===== src/rtl/hazard_pkg.sv =====
// Shared definitions for the hazard controller.
//   state_e        : stall FSM encoding (RUN, MISS_STALL, MISS_DRAIN)
//   FWD_*          : forwarding select encodings used by op1/op2/csr selects
//   DEFAULT_CNT_W  : default width of the performance counters
package hazard_pkg;

    typedef enum logic [1:0] {
        RUN        = 2'd0,
        MISS_STALL = 2'd1,
        MISS_DRAIN = 2'd2
    } state_e;

    localparam logic [1:0] FWD_RF  = 2'd0;
    localparam logic [1:0] FWD_MEM = 2'd1;
    localparam logic [1:0] FWD_WB  = 2'd2;

    localparam int unsigned DEFAULT_CNT_W = 32;

endpackage


===== src/rtl/fwd_sel.sv =====
// Forwarding source selector for one operand.
//   src              : operand address read in EX
//   dest_mem, we_mem : MEM-stage destination address and write enable
//   dest_wb, we_wb   : WB-stage destination address and write enable
//   sel              : FWD_RF / FWD_MEM / FWD_WB, MEM taking priority
// EXCL_ZERO suppresses forwarding to address 0 (hard-wired x0); CSR
// instances clear it because CSR address 0 is a real register.
module fwd_sel
    import hazard_pkg::*;
#(
    parameter int unsigned AW        = 5,
    parameter bit          EXCL_ZERO = 1'b1
) (
    input  logic [AW-1:0] src,
    input  logic [AW-1:0] dest_mem,
    input  logic          we_mem,
    input  logic [AW-1:0] dest_wb,
    input  logic          we_wb,
    output logic [1:0]    sel
);

    logic hit_mem;
    logic hit_wb;

    assign hit_mem = we_mem && (dest_mem == src) && (!EXCL_ZERO || (dest_mem != '0));
    assign hit_wb  = we_wb  && (dest_wb  == src) && (!EXCL_ZERO || (dest_wb  != '0));

    always_comb begin
        sel = FWD_RF;
        if (hit_mem) begin
            sel = FWD_MEM;
        end else if (hit_wb) begin
            sel = FWD_WB;
        end
    end

endmodule


===== src/rtl/hazard_ctrl.sv =====
// Pipeline hazard controller for the RV32I core.
//   clk, rst                     : core clock, synchronous active-high reset
//   reg*_src_ID, src*_used_ID    : ID-stage source addresses and their use flags
//   reg*_src_EX, reg_dest_EX     : ID/EX address register contents
//   csr_src_EX                   : CSR read address in EX
//   reg_dest_*/reg_write_en_*    : MEM/WB GPR destination state
//   csr_dest_*/csr_write_en_*    : MEM/WB CSR destination state
//   load_EX, br_EX, jalr_EX      : EX-stage load / redirect flags
//   jal_ID                       : jump resolved in ID
//   dcache_miss                  : level, high while the data cache refills
//   bubble*/flush*               : per-stage hold and squash controls
//   op1_sel, op2_sel, csr_fwd_sel: forwarding selects (FWD_RF/FWD_MEM/FWD_WB)
//   stall_cycles, flush_events   : saturating performance counters
module hazard_ctrl
    import hazard_pkg::*;
#(
    parameter int unsigned CNT_W = DEFAULT_CNT_W
) (
    input  logic             clk,
    input  logic             rst,
    input  logic [4:0]       reg1_src_ID,
    input  logic [4:0]       reg2_src_ID,
    input  logic [4:0]       reg1_src_EX,
    input  logic [4:0]       reg2_src_EX,
    input  logic [4:0]       reg_dest_EX,
    input  logic [11:0]      csr_src_EX,
    input  logic [4:0]       reg_dest_MEM,
    input  logic [4:0]       reg_dest_WB,
    input  logic             reg_write_en_MEM,
    input  logic             reg_write_en_WB,
    input  logic [11:0]      csr_dest_MEM,
    input  logic [11:0]      csr_dest_WB,
    input  logic             csr_write_en_MEM,
    input  logic             csr_write_en_WB,
    input  logic             load_EX,
    input  logic             src1_used_ID,
    input  logic             src2_used_ID,
    input  logic             br_EX,
    input  logic             jalr_EX,
    input  logic             jal_ID,
    input  logic             dcache_miss,
    output logic             bubbleF,
    output logic             bubbleD,
    output logic             bubbleE,
    output logic             bubbleM,
    output logic             bubbleW,
    output logic             flushF,
    output logic             flushD,
    output logic             flushE,
    output logic             flushM,
    output logic             flushW,
    output logic [1:0]       op1_sel,
    output logic [1:0]       op2_sel,
    output logic [1:0]       csr_fwd_sel,
    output logic [CNT_W-1:0] stall_cycles,
    output logic [CNT_W-1:0] flush_events
);

    // Bit order in the stage vectors: [0]=F [1]=D [2]=E [3]=M [4]=W.
    localparam logic [4:0] STG_NONE  = 5'b00000;
    localparam logic [4:0] STG_ALL   = 5'b11111;
    localparam logic [4:0] STG_FD    = 5'b00011;
    localparam logic [4:0] STG_D     = 5'b00010;
    localparam logic [4:0] STG_E     = 5'b00100;
    localparam logic [4:0] STG_DE    = 5'b00110;
    localparam logic [4:0] STG_NOT_W = 5'b01111;

    state_e           state_q;
    logic [4:0]       bubble;
    logic [4:0]       flush;
    logic             redirect;
    logic             load_use;
    logic [1:0]       op1_raw;
    logic [1:0]       op2_raw;
    logic [1:0]       csr_raw;
    logic [CNT_W-1:0] stall_q;
    logic [CNT_W-1:0] flush_q;

    // ---------------------------------------------------------------------
    // Forwarding
    // ---------------------------------------------------------------------
    fwd_sel #(
        .AW        (5),
        .EXCL_ZERO (1'b1)
    ) u_fwd_op1 (
        .src      (reg1_src_EX),
        .dest_mem (reg_dest_MEM),
        .we_mem   (reg_write_en_MEM),
        .dest_wb  (reg_dest_WB),
        .we_wb    (reg_write_en_WB),
        .sel      (op1_raw)
    );

    fwd_sel #(
        .AW        (5),
        .EXCL_ZERO (1'b1)
    ) u_fwd_op2 (
        .src      (reg2_src_EX),
        .dest_mem (reg_dest_MEM),
        .we_mem   (reg_write_en_MEM),
        .dest_wb  (reg_dest_WB),
        .we_wb    (reg_write_en_WB),
        .sel      (op2_raw)
    );

    fwd_sel #(
        .AW        (12),
        .EXCL_ZERO (1'b0)
    ) u_fwd_csr (
        .src      (csr_src_EX),
        .dest_mem (csr_dest_MEM),
        .we_mem   (csr_write_en_MEM),
        .dest_wb  (csr_dest_WB),
        .we_wb    (csr_write_en_WB),
        .sel      (csr_raw)
    );

    assign op1_sel     = rst ? FWD_RF : op1_raw;
    assign op2_sel     = rst ? FWD_RF : op2_raw;
    assign csr_fwd_sel = rst ? FWD_RF : csr_raw;

    // ---------------------------------------------------------------------
    // Stall FSM
    // ---------------------------------------------------------------------
    // Reset wins over a pending miss: the first post-reset cycle is always RUN.
    always_ff @(posedge clk) begin
        if (rst) begin
            state_q <= RUN;
        end else begin
            unique case (state_q)
                RUN:        if (dcache_miss) state_q <= MISS_STALL;
                MISS_STALL: if (!dcache_miss) state_q <= MISS_DRAIN;
                MISS_DRAIN: state_q <= RUN;
                default:    state_q <= RUN;
            endcase
        end
    end

    assign redirect = br_EX || jalr_EX;

    assign load_use = load_EX && (reg_dest_EX != 5'd0) &&
                      (((reg_dest_EX == reg1_src_ID) && src1_used_ID) ||
                       ((reg_dest_EX == reg2_src_ID) && src2_used_ID));

    // Redirects are ignored outside RUN: EX is frozen during a miss, so the
    // branch is still present and gets acted on once RUN resumes.
    always_comb begin
        bubble = STG_NONE;
        flush  = STG_NONE;
        if (rst) begin
            flush = STG_ALL;
        end else begin
            case (state_q)
                MISS_STALL: bubble = STG_ALL;
                // WB retires the refilled load while the front stays held.
                MISS_DRAIN: bubble = STG_NOT_W;
                default: begin
                    if (redirect) begin
                        flush = STG_DE;
                    end else if (load_use) begin
                        bubble = STG_FD;
                        flush  = STG_E;
                    end else if (jal_ID) begin
                        flush = STG_D;
                    end
                end
            endcase
        end
    end

    assign bubbleF = bubble[0];
    assign bubbleD = bubble[1];
    assign bubbleE = bubble[2];
    assign bubbleM = bubble[3];
    assign bubbleW = bubble[4];
    assign flushF  = flush[0];
    assign flushD  = flush[1];
    assign flushE  = flush[2];
    assign flushM  = flush[3];
    assign flushW  = flush[4];

    // ---------------------------------------------------------------------
    // Saturating performance counters
    // ---------------------------------------------------------------------
    always_ff @(posedge clk) begin
        if (rst) begin
            stall_q <= '0;
            flush_q <= '0;
        end else begin
            if ((|bubble) && (stall_q != '1)) begin
                stall_q <= stall_q + CNT_W'(1);
            end
            if ((flush[1] || flush[2]) && (flush_q != '1)) begin
                flush_q <= flush_q + CNT_W'(1);
            end
        end
    end

    assign stall_cycles = stall_q;
    assign flush_events = flush_q;

endmodule


===== config.mk =====
export PLATFORM = sky130hd
export DESIGN_NAME = hazard_ctrl
export DESIGN_NICKNAME = d
export VERILOG_FILES = /design/src/rtl/hazard_pkg.sv /design/src/rtl/fwd_sel.sv /design/src/rtl/hazard_ctrl.sv
export SDC_FILE = /design/constraint.sdc
export NUM_CORES = 1
export LEC_CHECK = 0
export ABC_AREA = 1
export CAP_MARGIN = 20
export CORE_MARGIN = 2
export CORE_UTILIZATION = 50
export CTS_BUF_LIST = sky130_fd_sc_hd__clkbuf_8
export DETAILED_ROUTE_END_ITERATION = 10
export GPL_TIMING_DRIVEN = 0
export MAX_ROUTING_LAYER = met4
export PLACE_DENSITY = 0.94
export SLEW_MARGIN = 20
export SYNTH_ARGS = -nofsm -noshare
export SYNTH_HDL_FRONTEND = slang
export SYNTH_HIERARCHICAL = 1
export SYNTH_SLANG_ARGS = --single-unit

===== constraint.sdc =====
create_clock -name clk -period 5.19 [get_ports clk]
set_input_delay 1.038 -clock clk [delete_from_list [all_inputs] [get_ports clk]]
set_output_delay 1.038 -clock clk [all_outputs]
set_load 0.02 [all_outputs]

Word-level counts from Yosys, hierarchy flattened
Cells that the tools add are included.
Widths: inputs -> output; s select.

storage, ports and cells
  logic and storage cells = 66
  register bits after elaboration = 66

cells by class
  mux-type cells = 21
  $add $sub $neg = 2
  reductions and logical operators = 26
  equality and inequality tests = 14

operators with widths
  operator               count
  $add 32x1->32 const B  2
  $ne 32x32->1 const B   2
  $eq 5x5->1             6
  $mux 2                 14
  $eq 12x12->1           2
  $logic_and 1x1->1      16
  $reduce_bool 5->1      3
  $mux 5                 2
  $pmux 5 s2             1
  $mux 3                 3
  $reduce_or 5->1        1
  $ne 2x2->1 const B     2
  $pmux 2 s2             1
  $logic_or 1x1->1       3
  $eq 2x1->1 const B     1
  $eq 2x2->1 const B     1
  $logic_not 2->1        1
  $reduce_and 2->1       1
  $reduce_or 2->1        1

Logic depth before layout (Yosys ltp)
  word-level depth = 10
  mapped depth = 14
  depth with buffers taken out = 13

Cells and area by module
The synthesis kept the hierarchy.

modules (own cells, without submodules)
  module                    times used  cells each  area each (um^2)
  hazard_ctrl               1           714         4601.9
  fwd_sel at u_fwd_csr      1           114         479.2
  fwd_sel at u_fwd_op1 ...  2           58          232.7

Worst setup path before layout
Ideal clock, no wire load.

  path kind = in2out
  start = input csr_src_EX[7]
  end = output csr_fwd_sel[0]
  arrival = 1893 ps
  path slack = 2259 ps
  path buffers = 1
  stages = 10
  data required time = 4152 ps
  path through = inv_2 > nor2_1 > nor2_1 > nand2_1 > nor2_1 > nand2_1 > nor2_4 > buf_4 > inv_1 > nor2_1

between the ends
  longest elaborated chain between the ends = 4

ends and longest elaborated chain
  what                         line                text
  start: declaration           hazard_ctrl.sv:26   input logic [11:0] csr_src_EX,
  $eq 12x12->1                 fwd_sel.sv:25       assign hit_mem = we_mem && (dest_mem == src) && (!EXCL_ZERO || (dest_mem != '0));
  $logic_and 1x1->1            fwd_sel.sv:25
  named net u_fwd_csr.hit_mem  fwd_sel.sv:22       logic hit_mem;
  $mux 2                       fwd_sel.sv:30       if (hit_mem) begin
  named net csr_raw[0]         hazard_ctrl.sv:75   logic [1:0] csr_raw;
  $mux 2                       hazard_ctrl.sv:120  assign csr_fwd_sel = rst ? FWD_RF : csr_raw;
  end: declaration             hazard_ctrl.sv:54   output logic [1:0] csr_fwd_sel,

The timed path passes the listed nets, and every way through them passes these cells.

Worst setup path after layout
  start = input reg_dest_EX[4]
  end = output bubbleF

between the ends
  longest elaborated chain between the ends = 8
  elaborated cells between the ends (all ways) = 12

ends and longest elaborated chain
  what                                         line                                    text
  start: declaration                           hazard_ctrl.sv:25                       input logic [4:0] reg_dest_EX,
  $eq 5x5->1, on equally long branches         hazard_ctrl.sv:142, hazard_ctrl.sv:143
  $logic_and 1x1->1, on equally long branches  hazard_ctrl.sv:142, hazard_ctrl.sv:143
  $logic_or 1x1->1                             hazard_ctrl.sv:142                      (((reg_dest_EX == reg1_src_ID) && src1_used_ID) ||
  $logic_and 1x1->1 *                          hazard_ctrl.sv:141                      assign load_use = load_EX && (reg_dest_EX != 5'd0) &&
  $mux 2 *                                     hazard_ctrl.sv:160                      end else if (load_use) begin
  $mux 2 *                                     hazard_ctrl.sv:158                      if (redirect) begin
  $pmux 5 s2 *                                 hazard_ctrl.sv:153                      case (state_q)
  $mux 5 *                                     hazard_ctrl.sv:150                      if (rst) begin
  end: declaration                             hazard_ctrl.sv:42                       output logic bubbleF,

Mark *: on every way between the ends. The rest lies on a longest branch, timed or not.

==> results.py <==
metrics = {
    "clocking": {
        "clk_path_buf_depth": 2,
        "worst_skew_pair.late_latency_ps": 350,
        "numClockSinks": 66,
        "cts_tree": "built",
        "cts_hold_buffers": 0,
        "ctsHtreeMaxLevel": 3,
        "cts-root-buf": "clkbuf_8",
        "cts_resized": 0,
        "worst_setup_hold_path_clk_slew_ps": 80,
        "cts_inserted_buffers": 9,
        "post_cts.repair.setup_buffers": 0,
    },
    "timing": {
        "timing.setup.tns_ps": 0,
        "worst_clock_skew_ps": 14.7,
        "rsz_0062_raised_after_global_routing": "false",
        "slew_violations": 0,
        "slew_headroom_pct": 55.3,
        "transition_time_of_the_tightest_slew_check_pin_ps": 666,
        "clock.fmax_mhz": 248,
        "finalHoldWorstSlack_ps": 523,
        "period_share_pct": 77.7,
        "finalSetupViolations": 0,
        "period_minus_slack_ps": 4030,
        "hold_viol": 0,
    },
    "die": {
        "row_count": 38,
        "die_area_mm2": 0.0120,
        "fp.coreArea_mm2": 0.0108,
        "io-pin-count": 164,
        "die_h_um": 109,
        "initial_core_utilization_pct": 51.2,
        "die_x_um": 109,
    },
    "worst_setup_path": {
        "crit_fanout": 4,
        "crit_path_cell_trace": "clkdlybuf4s50_1 -> inv_2 -> nand2_1 -> nand2_1 -> nor2_1 -> nand3_1 -> nand2_1 -> nand3_1 -> nand2_1 -> buf_4 -> clkdlybuf4s50_1",
        "regToRegEndpoint": "flush_events[0]",
        "timing.critical_path.to_type": "output port",
        "worstSetupStartpointType": "input pin",
        "cp_slowest_stage_delay_ps": 610,
        "timing.setup.critical_path_class": "input pin to output port",
        "reg2reg_slack_ps": 3000,
        "timing.critical_path.mode_cell": "nand2_1",
        "rr_worst_depth": 9,
        "worstPathRequired_ps": 4150,
        "worst-endpoint-arrival_ps": 2990,
        "critical_path.reg2reg.startpoint": "flush_events[0]",
        "crit_path_top_delay_cell": "clkdlybuf4s50_1",
    },
    "placement": {
        "gp_routability_congestion": 1.04,
        "dp_hpwl_um": 13200,
        "placement.io_buffers": 162,
        "cell_area_reported_after_detailed_placement_mm2": 0.00734,
    },
    "drt": {
        "totalWireLength_um": 16500,
        "route.detailed.vias_per_inst": 5.17,
        "final_antenna_net_count": 0,
        "post_drt_wl_per_cell_um": 13.1,
        "via_count": 6522,
        "drt-pass1-iter-count": 5,
        "route.detailed.drc": 0,
        "drt_iter0_drc": 619,
    },
    "pwr": {
        "irDropWorstVdd_mv": 0.110,
        "leakage_dissipation_nw": 3.16,
        "power.density_mw_per_mm2": 190,
    },
    "final_layout": {
        "layout-drive-gt1-share_pct": 7.75,
        "area_growth_syn_to_layout_pct": 36.4,
        "nets": 1207,
        "commonest_cells_after_routing_fill_and_taps_aside": "nand2_1, clkdlybuf4s50_1, inv_1",
        "layout.cells.most_common": "nand2_1",
        "fin_area_mm2": 0.00757,
        "num_antenna_cells": 0,
    },
    "logic_synthesis": {
        "mean_cell_area_of_the_mapped_netlist_um2": 5.88,
        "synth.top_cell.area_share_pct": 23.8,
        "synthCells": 944,
        "mappedNetlistNets": 1034,
        "ys_async_sr_fraction_pct": 0,
        "ys_seq_area_share_pct": 23.8,
        "cell_area_synth_mm2": 0.00555,
        "synth_top_cells_by_area": "dfxtp_1, nand2_1, inv_1, nand3_1, nor2_1",
        "synth_ff_type": "dfxtp_1",
        "synthDistinctLibCells": 33,
        "synth_area_leader_cell": "dfxtp_1",
        "synth_enable_flop_cells": 0,
        "synth_warnings": 6,
        "synth.ff_latch_count": 66,
    },
    "flow_run": {
        "timing.max_cap.violations": 0,
    },
    "grt": {
        "grt_remaining_overflow": 0,
        "grt_first_pass_wirelength_um": 27100,
        "grt_usage_pct": 29.1,
        "first_global_vias": 5909,
        "initial_antenna_violation_count": 0,
        "grt_max_degree": 14,
    },
    "worst_hold_path": {
        "hp-class": "flip-flop to flip-flop",
        "worstHoldPathCells": 2,
        "timing.hold.worst_endpoint": "flush_events[1]",
        "hold_start": "flush_events[1]",
    },
    "outcome": {
        "run_status": "completed",
    },
}
-- metal layers --
| metal | vias up | part of all wire [%] | routed length [um] | global-route usage [%] |
|---|---|---|---|---|
| met3 | 49 | 7.8 | 1280 | 5.33 |
| met2 | 301 | 48 | 7870 | 48.0 |
| met5 | - | 0 | 0 | - |
| met1 | 2877 | 42 | 6870 | 36.0 |
| li1 | 3295 | - | - | - |
| met4 | 0 | 3.1 | 512 | 9.67 |
-- final cells by class --
| class | count | area [um^2] |
|---|---|---|
| sequential | 66 | 1320 |
| tap | 140 | 175 |
| clock buffer | 9 | 124 |
| inverter | 126 | 473 |
| fill | 930 | 3270 |
| buffer | 35 | 255 |
| clock inverter | 7 | 100 |
| timing repair buffer | 162 | 1620 |
| multi-input combinational | 717 | 3500 |
-- logic make-up after synthesis --
| kind of cell | synth area share (%) |
|---|---|
| AO/OA/AOI/OAI | 7.40 |
| buffers and inverters | 13.1 |
| adder cells (fa/ha/maj) | 1.35 |
| AND/OR/NAND/NOR | 45.6 |
| flip-flops | 23.8 |
| XOR/XNOR | 8.68 |
-- registers in the layout, indices dropped and copies added (netlist names) --
register,flops
flush_events,32
stall_cycles,32
state_q,2
-- worst max-delay path: cells and delay by family --
| kind | cells | cell delay [ps] |
|---|---|---|
| simple gates | 7 | 620 |
| buf+inv | 4 | 1320 |
-- power by group --
part | switching, W | internal [W]
clock | 0.000228 | 0.000275
combinational | 0.000217 | 0.000182
sequential | 0.0000171 | 0.000518
-- worst max-delay path by stage --
| stage | cells past startpoint | to | start | slack (ps) |
|---|---|---|---|---|
| after global routing | 11 | bubbleF | reg_dest_EX[4] | 1020 |
| after floorplan | 10 | csr_fwd_sel[0] | csr_src_EX[7] | 2260 |
| after detailed placement | 11 | bubbleF | reg_dest_EX[4] | 1160 |
| after CTS | 11 | bubbleF | reg_dest_EX[4] | 1150 |
| final | 11 | bubbleF | reg_dest_EX[4] | 1160 |
| after global placement | 11 | bubbleF | reg_dest_EX[3] | 1200 |
-- cell usage after synthesis, types with 12 or more instances --
cell type	count
nand4_1	15
inv_1	114
nor3_1	26
xor2_1	39
xnor2_1	16
inv_2	12
dfxtp_1	66
nand3_1	84
nor2_1	111
a21oi_1	65
nand2_1	301
-- through the flow --
stage	power [W]	utilization, %	setup slack [ps]	instances
after floorplan	0.000770	-	2260	944
after global placement	0.000935	67.7	1200	1246
after detailed placement	0.000943	67.7	1160	1246
after CTS	0.00143	69.8	1150	1262
after global routing	0.00150	69.8	1020	1262
final	0.00144	69.8	1160	1262
Power figures use the tool's default switching activity.
